**src/rtl/freq_rd_pkg.sv**
```systemverilog
// freq_rd_pkg: shared sizing helper and FSM encoding for the frequency-counter readout
package freq_rd_pkg;
  typedef enum logic [1:0] {IDLE = 2'd0, SEND = 2'd1, CHK = 2'd2} state_t;
  function automatic int clog2(input int v);
    int r;
    r = 0;
    while ((1 << r) < v) r++;
    return r;
  endfunction
endpackage

```
**src/rtl/freq_frame_reader_sync_rise.sv**
```systemverilog
// sync_rise: 2-FF synchroniser of an async level followed by a rising-edge pulse
module sync_rise (
  input  logic clk,
  input  logic rst_n,
  input  logic din,
  output logic rise
);
  logic s1, s2, s3;
  // synchronise the level, then keep one more stage to spot the 0->1 transition
  always_ff @(posedge clk or negedge rst_n)
    if (!rst_n) {s1, s2, s3} <= '0;
    else {s1, s2, s3} <= {din, s1, s2};
  assign rise = s2 & ~s3;
endmodule

```
**src/rtl/freq_frame_reader.sv**
```systemverilog
// freq_frame_reader: snapshots counter results and streams them as index-tagged slices plus XOR checksum
module freq_frame_reader
  import freq_rd_pkg::*;
#(
  parameter  int NUM_CH        = 2,
  parameter  int CNT_W         = 32,
  parameter  int SLICE_W       = 8,
  parameter  bit RESTART_STALL = 1'b0,
  localparam int NSLICE        = NUM_CH * CNT_W / SLICE_W,
  localparam int IDX_W         = clog2(NSLICE + 1)
) (
  input  logic                     read_clk,
  input  logic                     rst_n,
  input  logic [NUM_CH*CNT_W-1:0]  cnt_bus,
  input  logic                     cnt_valid,
  input  logic                     rd_en,
  output logic [IDX_W+SLICE_W-1:0] out_word,
  output logic                     out_valid,
  output logic                     frame_done,
  output logic                     overrun
);
  state_t                    state;
  logic [IDX_W-1:0]          idx;
  logic                      pending;
  logic                      rise;
  logic [NUM_CH*CNT_W-1:0]   snapshot;
  logic [SLICE_W-1:0]        slice;
  logic [SLICE_W-1:0]        chk;

  sync_rise u_sync (
    .clk  (read_clk),
    .rst_n(rst_n),
    .din  (cnt_valid),
    .rise (rise)
  );

  assign slice = snapshot[int'(idx)*SLICE_W +: SLICE_W];

  // checksum is the XOR of every slice of the held snapshot
  always_comb begin
    chk = '0;
    for (int i = 0; i < NSLICE; i++) chk = chk ^ snapshot[i*SLICE_W +: SLICE_W];
  end

  // capture results, track pending/overrun, and walk the frame one word per enabled cycle
  always_ff @(posedge read_clk or negedge rst_n)
    if (!rst_n) begin
      state      <= IDLE;
      idx        <= '0;
      pending    <= 1'b0;
      snapshot   <= '0;
      out_word   <= '0;
      out_valid  <= 1'b0;
      frame_done <= 1'b0;
      overrun    <= 1'b0;
    end else begin
      out_word   <= '0;
      out_valid  <= 1'b0;
      frame_done <= 1'b0;
      if (rise) begin
        if ((state == CHK && rd_en) || (!pending && state == IDLE)) begin
          snapshot <= cnt_bus;
          pending  <= 1'b1;
        end else overrun <= 1'b1;
      end
      case (state)
        IDLE:
          if (pending && rd_en) begin
            state   <= SEND;
            idx     <= '0;
            pending <= 1'b0;
          end
        SEND:
          if (rd_en) begin
            out_word  <= {idx, slice};
            out_valid <= 1'b1;
            idx       <= idx + 1'b1;
            if (idx == IDX_W'(NSLICE - 1)) state <= CHK;
          end else if (RESTART_STALL) idx <= '0;
        CHK:
          if (rd_en) begin
            out_word   <= {IDX_W'(NSLICE), chk};
            out_valid  <= 1'b1;
            frame_done <= 1'b1;
            state      <= IDLE;
          end else if (RESTART_STALL) begin
            state <= SEND;
            idx   <= '0;
          end
        default: state <= IDLE;
      endcase
    end
endmodule

```
**config.mk**
```make
export PLATFORM = sky130hd
export DESIGN_NAME = freq_frame_reader
export DESIGN_NICKNAME = d
export VERILOG_FILES = /design/src/rtl/freq_rd_pkg.sv /design/src/rtl/freq_frame_reader_sync_rise.sv /design/src/rtl/freq_frame_reader.sv
export SDC_FILE = /design/constraint.sdc
export NUM_CORES = 1
export LEC_CHECK = 0
export ABC_AREA = 1
export CAP_MARGIN = 15
export CORE_UTILIZATION = 49
export DETAILED_ROUTE_END_ITERATION = 6
export GPL_TIMING_DRIVEN = 0
export PLACE_DENSITY = 0.77
export SLEW_MARGIN = 5
export SYNTH_ARGS = -nofsm -noshare
export SYNTH_HDL_FRONTEND = slang
export SYNTH_SLANG_ARGS = --single-unit
```
**constraint.sdc**
```tcl
create_clock -name read_clk -period 1.5 [get_ports read_clk]
set_input_delay 0.45 -clock read_clk [delete_from_list [all_inputs] [get_ports read_clk]]
set_output_delay 0.45 -clock read_clk [all_outputs]
set_load 0.05 [all_outputs]
```
# ---- Word-level counts from Yosys, hierarchy flattened
# Index checks and enable logic that the tools add are counted.
dict set report classes {
  add_sub_neg 1
  multipliers 0
  n_div 0
  order_cmp 0
  n_eq_ne 7
  shifts 1
  muxes 18
  bitwise 10
  reduce_logical 12
}
# operator count
set ops {}
lappend ops {{64-bit by 8-bit variable part select with 8-bit output} 1}
lappend ops {{8-bit XOR} 7}
lappend ops {{12-bit 2-to-1 mux} 2}
lappend ops {{12-bit one-hot mux with 2 select lines} 1}
lappend ops {{2-bit 2-to-1 mux} 4}
lappend ops {{4-bit 2-to-1 mux} 2}
lappend ops {{4-bit one-hot mux with 2 select lines} 1}
lappend ops {{1-bit 2-to-1 mux} 7}
lappend ops {{2-bit != test, second input constant} 3}
lappend ops {{2-bit one-hot mux with 3 select lines} 1}
lappend ops {{4-bit by 1-bit adder with 4-bit output, second input constant} 1}
lappend ops {{4-bit by 3-bit == test with 1-bit output, second input constant} 1}
lappend ops {{2-bit AND reduction} 2}
lappend ops {{4-bit AND reduction} 1}
lappend ops {{1-bit logical AND} 3}
lappend ops {{3-bit AND reduction} 1}
lappend ops {{2-bit by 1-bit == test with 1-bit output, second input constant} 1}
lappend ops {{2-bit == test, second input constant} 1}
lappend ops {{2-bit zero test} 1}
lappend ops {{2-bit by 1-bit != test with 1-bit output, second input constant} 1}
lappend ops {{1-bit inverter} 2}
lappend ops {{2-bit nonzero test} 1}
lappend ops {{2-bit OR reduction} 1}
lappend ops {{1-bit AND} 1}
lappend ops {{2 further kinds} 2}
dict set report totals {
  reg_bits 89
  latchBits 0
  mem_bits_rw 0
  rom_bits 0
  out_inout_bits 15
  memories 0
}

# ---- Depth between registers and ports, before layout
# Gate-level depths: netlist of run 1.
dict set report depth {
  depth_word 9
  depth_mapped 11
}

# ---- Cells and area by module
# Synthesis of run 1 repeated with hierarchy kept, for this count alone.
dict set report unflattened {
  cells_unflattened 640
  area_unflattened_um2 4854.7
}
# mod instances cells_per_inst area_each_um2 seq_area_each_um2
set modules_own_cells {}
lappend modules_own_cells {freq_frame_reader 1 635 4769.6 2152.1}
lappend modules_own_cells {sync_rise 1 5 85.1 75.1}

# ---- Least setup slack after synthesis of run 1
# Ideal clock, no wire load.
dict set report synth_path {
  path_kind {register to register}
  from {register state[0]}
  to {register snapshot[55]}
  setup_time_ns 0.125
  arrival_time_ns 1.462
  path_slack_ns -0.087
  stages_incl_launch_ff 8
  n_path_buf 1
  period_less_slack_ns 1.587
  path_cell_list {dfrtp_1 inv_1 ha_1 nand2_2 inv_4 o21ai_4 buf_6 mux2_4}
}
dict set report synth_between {
  elab_chain_cells 4
  word_cells_on_any_way 6
}
# item line
set synth_lines {}
lappend synth_lines {{start, declared} freq_frame_reader.sv:22} ;# state_t state;
lappend synth_lines {{start signal, assigned} freq_frame_reader.sv:48} ;# state <= IDLE;
lappend synth_lines {{start signal, assigned} freq_frame_reader.sv:69} ;# state <= SEND;
lappend synth_lines {{start signal, assigned} freq_frame_reader.sv:78} ;# if (idx == IDX_W'(NSLICE - 1)) state <= CHK;
lappend synth_lines {{2-bit == test or 2-bit zero test (tied branches)} freq_frame_reader.sv:61} ;# if ((state == CHK && rd_en) || (!pending && state == IDLE)) begin
lappend synth_lines {{1-bit logical AND} freq_frame_reader.sv:61}
lappend synth_lines {{1-bit logical OR *} freq_frame_reader.sv:61}
lappend synth_lines {{2-bit AND reduction (no source line) *} --}
lappend synth_lines {{end signal, assigned} freq_frame_reader.sv:62} ;# snapshot <= cnt_bus;
lappend synth_lines {{end, declared} freq_frame_reader.sv:26} ;# logic [NUM_CH*CNT_W-1:0] snapshot;
# Every way passes the cells marked *; elsewhere a longest branch is shown, timed or not.
# A chain may end at the register's enable or synchronous reset.

# ---- Worst setup path in the final report of run 1
dict set report layout_path {
  from {register state[1]}
  to {register snapshot[53]}
}
# The elaborated chain is that of the path after synthesis.

==> results of run 1 <==
[worst max-delay path by stage]
stage / cells after the start / slack, ns / to
floorplan: 7 / -0.01 / snapshot[55]
global placement: 1 / -3.21 / u_sync.s1
detailed placement: 5 / -0.85 / out_word[4]
CTS: 10 / -0.14 / snapshot[9]
global route: 10 / -0.22 / snapshot[24]
finish: 8 / -0.19 / snapshot[53]
[layout by cell type, fill, tap and decap left out, types with 16 or more instances in the layout]
master           synthesis  layout
nand2_1                159     158
buf_2                    8      18
mux2_4                  16      16
a21oi_2                 21      49
nand3_1                 60      57
dfrtp_1                 89      88
o21ai_0                 37      35
nor2_1                  62      33
nor2_4                   0      16
buf_4                    1      17
inv_1                   78      75
clkdlybuf4s50_1          0      65
a21oi_1                 63      33
[per-stage QoR]
stage	instance area (sq um)	hold slack (ns)	TNS, ns	std cells
floorplan	5050	0.154	-0.192	645
global placement	6030	0.336	-332.09	860
detailed placement	6060	0.342	-49.53	861
CTS	6670	0.362	-7.73	892
global route	6960	0.382	-13.34	897
finish	6960	0.358	-10.51	897
[state kept, by name, summed over array words and instances, names as in the netlist]
name,count
snapshot,64
out_word,12
idx,4
state,2
frame_done,1
out_valid,1
overrun,1
pending,1
u_sync.s1,1
u_sync.s2,1
u_sync.s3,1
[worst max-delay path, stage by stage (launching register included)]
cell and delay (ns):
dfrtp_1 0.43, inv_2 0.09, ha_4 0.18, inv_4 0.06
nor2_4 0.04, o21ai_4 0.17, buf_12 0.16, buf_12 0.14
mux2_4 0.30
[power by group]
| part | total, mW | switching (mW) | internal [mW] |
|---|---|---|---|
| registers | 4.28 | 0.863 | 3.42 |
| logic | 8.31 | 5.12 | 3.19 |
| clock network | 1.97 | 0.898 | 1.08 |
[cell families (layout without fill, tap and decap cells)]
logic type | after synthesis | count (layout) | share of synthesized area (%)
compound gates | 133 | 133 | 15.6
xor+xnor | 8 | 8 | 1.39
fa+ha+maj | 5 | 5 | 1.24
buf+inv | 105 | 224 | 9.53
flops | 89 | 89 | 44.2
mux | 16 | 16 | 4.77
simple gates | 289 | 289 | 23.3
[layout make-up]
class	count	area share, %
Timing Repair Buffer	103	14.7
Tap cell	133	2.39
Multi-Input combinational cell	451	38.7
Sequential cell	89	32.0
Inverter	81	4.59
Buffer	24	4.12
Clock inverter	4	1.06
Clock buffer	12	2.37
[Yosys cell counts, types with 5 or more instances]
cell type	n
a21oi_2	21
dfrtp_1	89
nor2_1	62
buf_2	8
nor3_1	5
nand2_1	159
o211ai_1	9
a21oi_1	63
nand3_1	60
ha_1	5
xor2_1	8
buf_6	9
inv_1	78
o21ai_0	37
mux2_4	16
[what timing repair did]
item	4_1_cts	5_1_grt
gates cloned	2	2
setup endpoints to repair	96	79
resized for setup	155	56
pin swaps	11	6
hold buffers	1	0
setup buffers	12	3
hold endpoints to repair	22	0
[routing by layer]
layer	track usage (%)	routed length, um	vias to the layer above
li1	-	-	2322
met1	37.8	6280	2386
met2	50.6	7780	308
met3	6.38	1640	77
met4	16.3	740	0
met5	0	0	-
==> impl_metrics.tcl, run 1 <==
set metrics [dict create \
    violations "negative setup slack" \
    synth_edf_count 0 \
    pwr_density_cell_nw_per_um2 2090 \
    clockBufferDepth 2 \
    syn_inst 645 \
    syn-num-nets 718 \
    fmax_mhz 593 \
    synth_top_area_cell "dfrtp_1" \
    ys_top_cells_by_area "dfrtp_1, nand2_1, a21oi_1" \
    numCtsBuffers 9 \
    gp_congestion 0.877 \
    drt_wl_total_um 16400 \
    multi_input_area_sq_um 2690 \
    vdd_drop_max_uv 815 \
    vias 5093 \
    syn_area_sq_um 5040 \
    status "finished, violations left" \
    yosys_warnings 0 \
    start_kind "flop" \
    drt_iter0_markers 395 \
    ioPinCount 83 \
    hold_viol 0 \
    overflow 0 \
    drv_cap 0 \
    firstDrtPassIters 7 \
    filler_cell_count 704 \
    area_growth_syn_to_layout_pct 38.1 \
    final_layout_size_suffix_gt1_share_pct 24.9 \
    cts_tree "built" \
    grt_pass1_wl_um 23800 \
    regArea_sq_um 2230 \
    skew_ns 0.0141 \
    cts.clk_slew.worst_paths_ns 0.08 \
    fin_ws_ns -0.185 \
    ctsHtreeMaxLevel 3 \
    crit_arrival_ns 1.95 \
    synth_seq_cells 89 \
    final_nets 832 \
    setup_viol_count_final 77 \
    min_path_type "flop to flop" \
    remaining_drc_errors 0 \
    path_max_fanout 5 \
    worstSetupEndpointType "flop" \
    die_h_um 103 \
    ys.flop_type "dfrtp_1" \
    max_slew_margin_pct 50.9 \
    fin_util_pct 70.5 \
    port_buffers 82 \
    dp_slack_ns -0.850 \
    synth_top_area_share_pct 44.2 \
    die_x_um 103 \
    track_usage_pct 30.6 \
    clock-root-buffer "clkbuf_8" \
    r2r_start "state[1]" \
    worst-setup-path-type "flop to flop" \
    tightest_slew_ns 0.736 \
    initial_core_util_pct 51.1 \
    p_leak_nw 3.46 \
    place_hpwl_um 9890 \
    min_from "u_sync.s1" \
    clkLatencyLatePin_ns 0.38 \
    power.total_mw 14.6 \
    viasPerCell 5.68 \
    required_ns 1.76 \
    ant_nets 0 \
    rsz0062_at_grt "true" \
    syn_avg_cell_area_sq_um 7.81 \
    async_flop_share_pct 100 \
    r2r_end "snapshot[53]" \
    floorplan.rows 36 \
    ff2ff_path_depth 8 \
    antenna_cells 0 \
    antenna_found_initial 0 \
    fin_crit_sh_pct 112 \
    rrSetupSlack_ns -0.19 \
    grt_pass1_vias 4786 \
    routedWlPerCell_um 18.3 \
    grt_max_degree 68 \
    slew_violations 0 \
    whs_path_depth 0 \
    ys_types 27 \
    ys_seq_area_share_pct 44.2 \
    core_area_sq_um 9860 \
    min_to "u_sync.s2" \
    critPathLaunch "state[1]" \
    cts.sinks 89 \
    fin_crit_ns 1.69 \
    die-area_sq_um 10700 \
]
(Power assumes the default switching activity.)
==> run 2, diff against run 1 <==
--- a/config.mk
+++ b/config.mk
@@ -5,9 +5,8 @@
 export SDC_FILE = /design/constraint.sdc
 export NUM_CORES = 1
 export LEC_CHECK = 0
-export ABC_AREA = 1
 export CAP_MARGIN = 15
-export CORE_UTILIZATION = 49
+export CORE_UTILIZATION = 48
 export DETAILED_ROUTE_END_ITERATION = 6
 export GPL_TIMING_DRIVEN = 0
 export PLACE_DENSITY = 0.77
==> run 2 against run 1 <==
Compared with the run above: the run still ends with negative setup slack left; wire length fell by 35%; clock-buffer cell count shrank 3; hold slack got worse by 0.28 ns; die area down 6.1%; critical path type unchanged; critical endpoint is now snapshot[22].
==> impl_metrics.tcl, run 2 <==
set metrics [dict create \
    status "finished, violations left" \
    violations "negative setup slack" \
    worst-path-buf-inv 3 \
    numCtsBuffers 9 \
    cts.clk_slew.worst_paths_ns 0.09 \
    multi_input_area_sq_um 2410 \
    gp_congestion 0.826 \
    ys_seq_area_share_pct 48.1 \
    syn_area_sq_um 4630 \
    slowest_delay_ns 0.40 \
    syn-num-nets 381 \
    worst-setup-path-type "flop to flop" \
    filler_cell_count 688 \
    ys_top_cells_by_area "dfrtp_1, mux2_4, mux4_2" \
    yosys_warnings 0 \
    ctsHtreeMaxLevel 3 \
    max_slew_margin_pct 61.4 \
    remaining_drc_errors 0 \
    routedWlPerCell_um 19.2 \
    final_common_cell "dfrtp_1" \
    required_ns 1.75 \
    crit_arrival_ns 2.01 \
    clock-root-buffer "clkbuf_8" \
    cts_tree "built" \
    fmax_mhz 567 \
    cp_slowest_cell "dfrtp_1" \
    antenna_cells 0 \
    async_flop_share_pct 100 \
    worstSetupEndpointType "flop" \
    fin_crit_ns 1.76 \
    drv_cap 0 \
    largest_reg_flops 64 \
    ioPinCount 83 \
    min_path_type "input port to asynchronous set/reset pin" \
    path_max_fanout 10 \
    overflow 0 \
    ys_types 36 \
    place_hpwl_um 6840 \
    synth_most_common_cell "dfrtp_1" \
    r2r_start "state[0]" \
    track_usage_pct 22.7 \
    viasPerCell 5.22 \
    p_leak_nw 2.67 \
    grt_pass1_vias 3155 \
    dp_slack_ns -0.301 \
    fin_crit_sh_pct 118 \
    die-area_sq_um 10000 \
    ys.flop_type "dfrtp_1" \
    floorplan.rows 35 \
    start_kind "flop" \
    ant_nets 0 \
    skew_ns 0.0117 \
    port_buffers 81 \
    tightest_slew_ns 0.579 \
    pwr_density_cell_nw_per_um2 2410 \
    die_x_um 100 \
    die_h_um 100 \
    synth_top_area_cell "dfrtp_1" \
    rrSetupSlack_ns -0.26 \
    clockBufferDepth 2 \
    path_delay_family "buffers and inverters" \
    setup_viol_count_final 76 \
    regArea_sq_um 2230 \
    final_nets 496 \
    core_area_sq_um 9280 \
    area_growth_syn_to_layout_pct 34.7 \
    top_regs "snapshot x64, out_word x12, idx x4" \
    whs_ns 0.0818 \
    layout_common_cells "dfrtp_1, mux2_4, clkdlybuf4s50_1" \
    drt_wl_total_um 10700 \
    yosys-top-cells-count "dfrtp_1, mux2_4, xnor2_1, mux2_2, nor2_1" \
    grt_pass1_wl_um 16800 \
    r2r_end "snapshot[22]" \
    final_layout_size_suffix_gt1_share_pct 41.6 \
    firstDrtPassIters 4 \
    top_register "snapshot" \
    drt_iter0_markers 79 \
    slew_violations 0 \
    postCtsHoldBufs 0 \
    antenna_found_initial 0 \
    fin_ws_ns -0.264 \
    synth_top_area_share_pct 48.1 \
    vdd_drop_max_uv 973 \
    clkLatencyLatePin_ns 0.36 \
    cts.sinks 89 \
    syn_inst 308 \
    initial_core_util_pct 49.9 \
    hold_viol 0 \
    synth_edf_count 0 \
    rsz0062_at_grt "true" \
    ff2ff_path_depth 7 \
    syn_avg_cell_area_sq_um 15.0 \
    grt_max_degree 47 \
    cp_cell_sequence "inv_2, ha_4, nand2b_4, a21oi_4, buf_12, buf_12, mux2_4" \
    cpMostUsedCell "buf_12" \
    synth_seq_cells 89 \
    vias 2910 \
]
run 2: cell count changes after synthesis, moves of 33 or more:
cell	delta
a21oi_1	-62
inv_1	-75
mux2_4	+33
nand2_1	-155
nand3_1	-59
nor2_1	-45
o21ai_0	-35
xnor2_1	+40
run 2: worst max-delay path by stage:
stage / startpoint / end / slack [ns] / depth (start not counted)
detailed placement: state[1] / out_word[4] / -0.30 / 7
global placement: rst_n / snapshot[62] / -3.23 / 1
finish: state[0] / snapshot[22] / -0.26 / 7
CTS: state[0] / snapshot[22] / -0.22 / 7
global route: state[0] / snapshot[60] / -0.32 / 7
floorplan: state[1] / snapshot[0] / -0.10 / 7
run 2: cell families (layout without fill, tap and decap cells):
family	Yosys count	after routing	share of synthesized area, %
compound gates	19	19	3.35
xor+xnor	56	56	10.6
fa+ha+maj	5	5	1.35
buf+inv	19	139	4.43
flops	89	89	48.1
mux	84	84	28.3
simple gates	36	36	3.92
run 2: cell type report:
cell class / instances / share of cell area, %
plain buffers: 13 / 3.35
clock buffers: 9 / 1.99
clock inverters: 7 / 1.24
inverters: 4 / 0.301
multi-input cells: 200 / 38.6
flip-flops and latches: 89 / 35.7
well taps: 129 / 2.59
repair buffers: 106 / 16.2
run 2: routing by layer:
layer / part of all wire, % / wire length [um] / track usage, %
met1: 43 / 4640 / 29.2
met5: 0 / 0 / 0
met4: 1.3 / 140 / 8.14
met2: 52 / 5560 / 38.8
met3: 3.4 / 361 / 3.97
run 2: timing repair:
item / CTS / global route
endpoints found under the setup margin: 90 / 85
endpoints found under the hold margin: 0 / 0
resized for setup: 98 / 28
pin swaps: 13 / 2
buffers inserted: 15 / 8
cloned: 1 / 1
run 2: per-stage QoR:
step	utilization [%]	power, mW	TNS, ns	cell area (sq um)	instances
floorplan	-	10.5	-5.58	4670	308
global placement	60.8	11.9	-304.06	5650	518
detailed placement	61.1	12.1	-18.91	5670	519
CTS	65.7	14.6	-12.48	6100	550
global route	67.2	15.9	-20.08	6240	557
finish	67.2	15.1	-15.32	6240	557
run 2: power by group:
part           switching, mW  internal [mW]  leakage, nW
sequential              1.07           3.51         1.07
clock                  0.906          0.784       0.0938
combinational           3.68           5.11         1.51
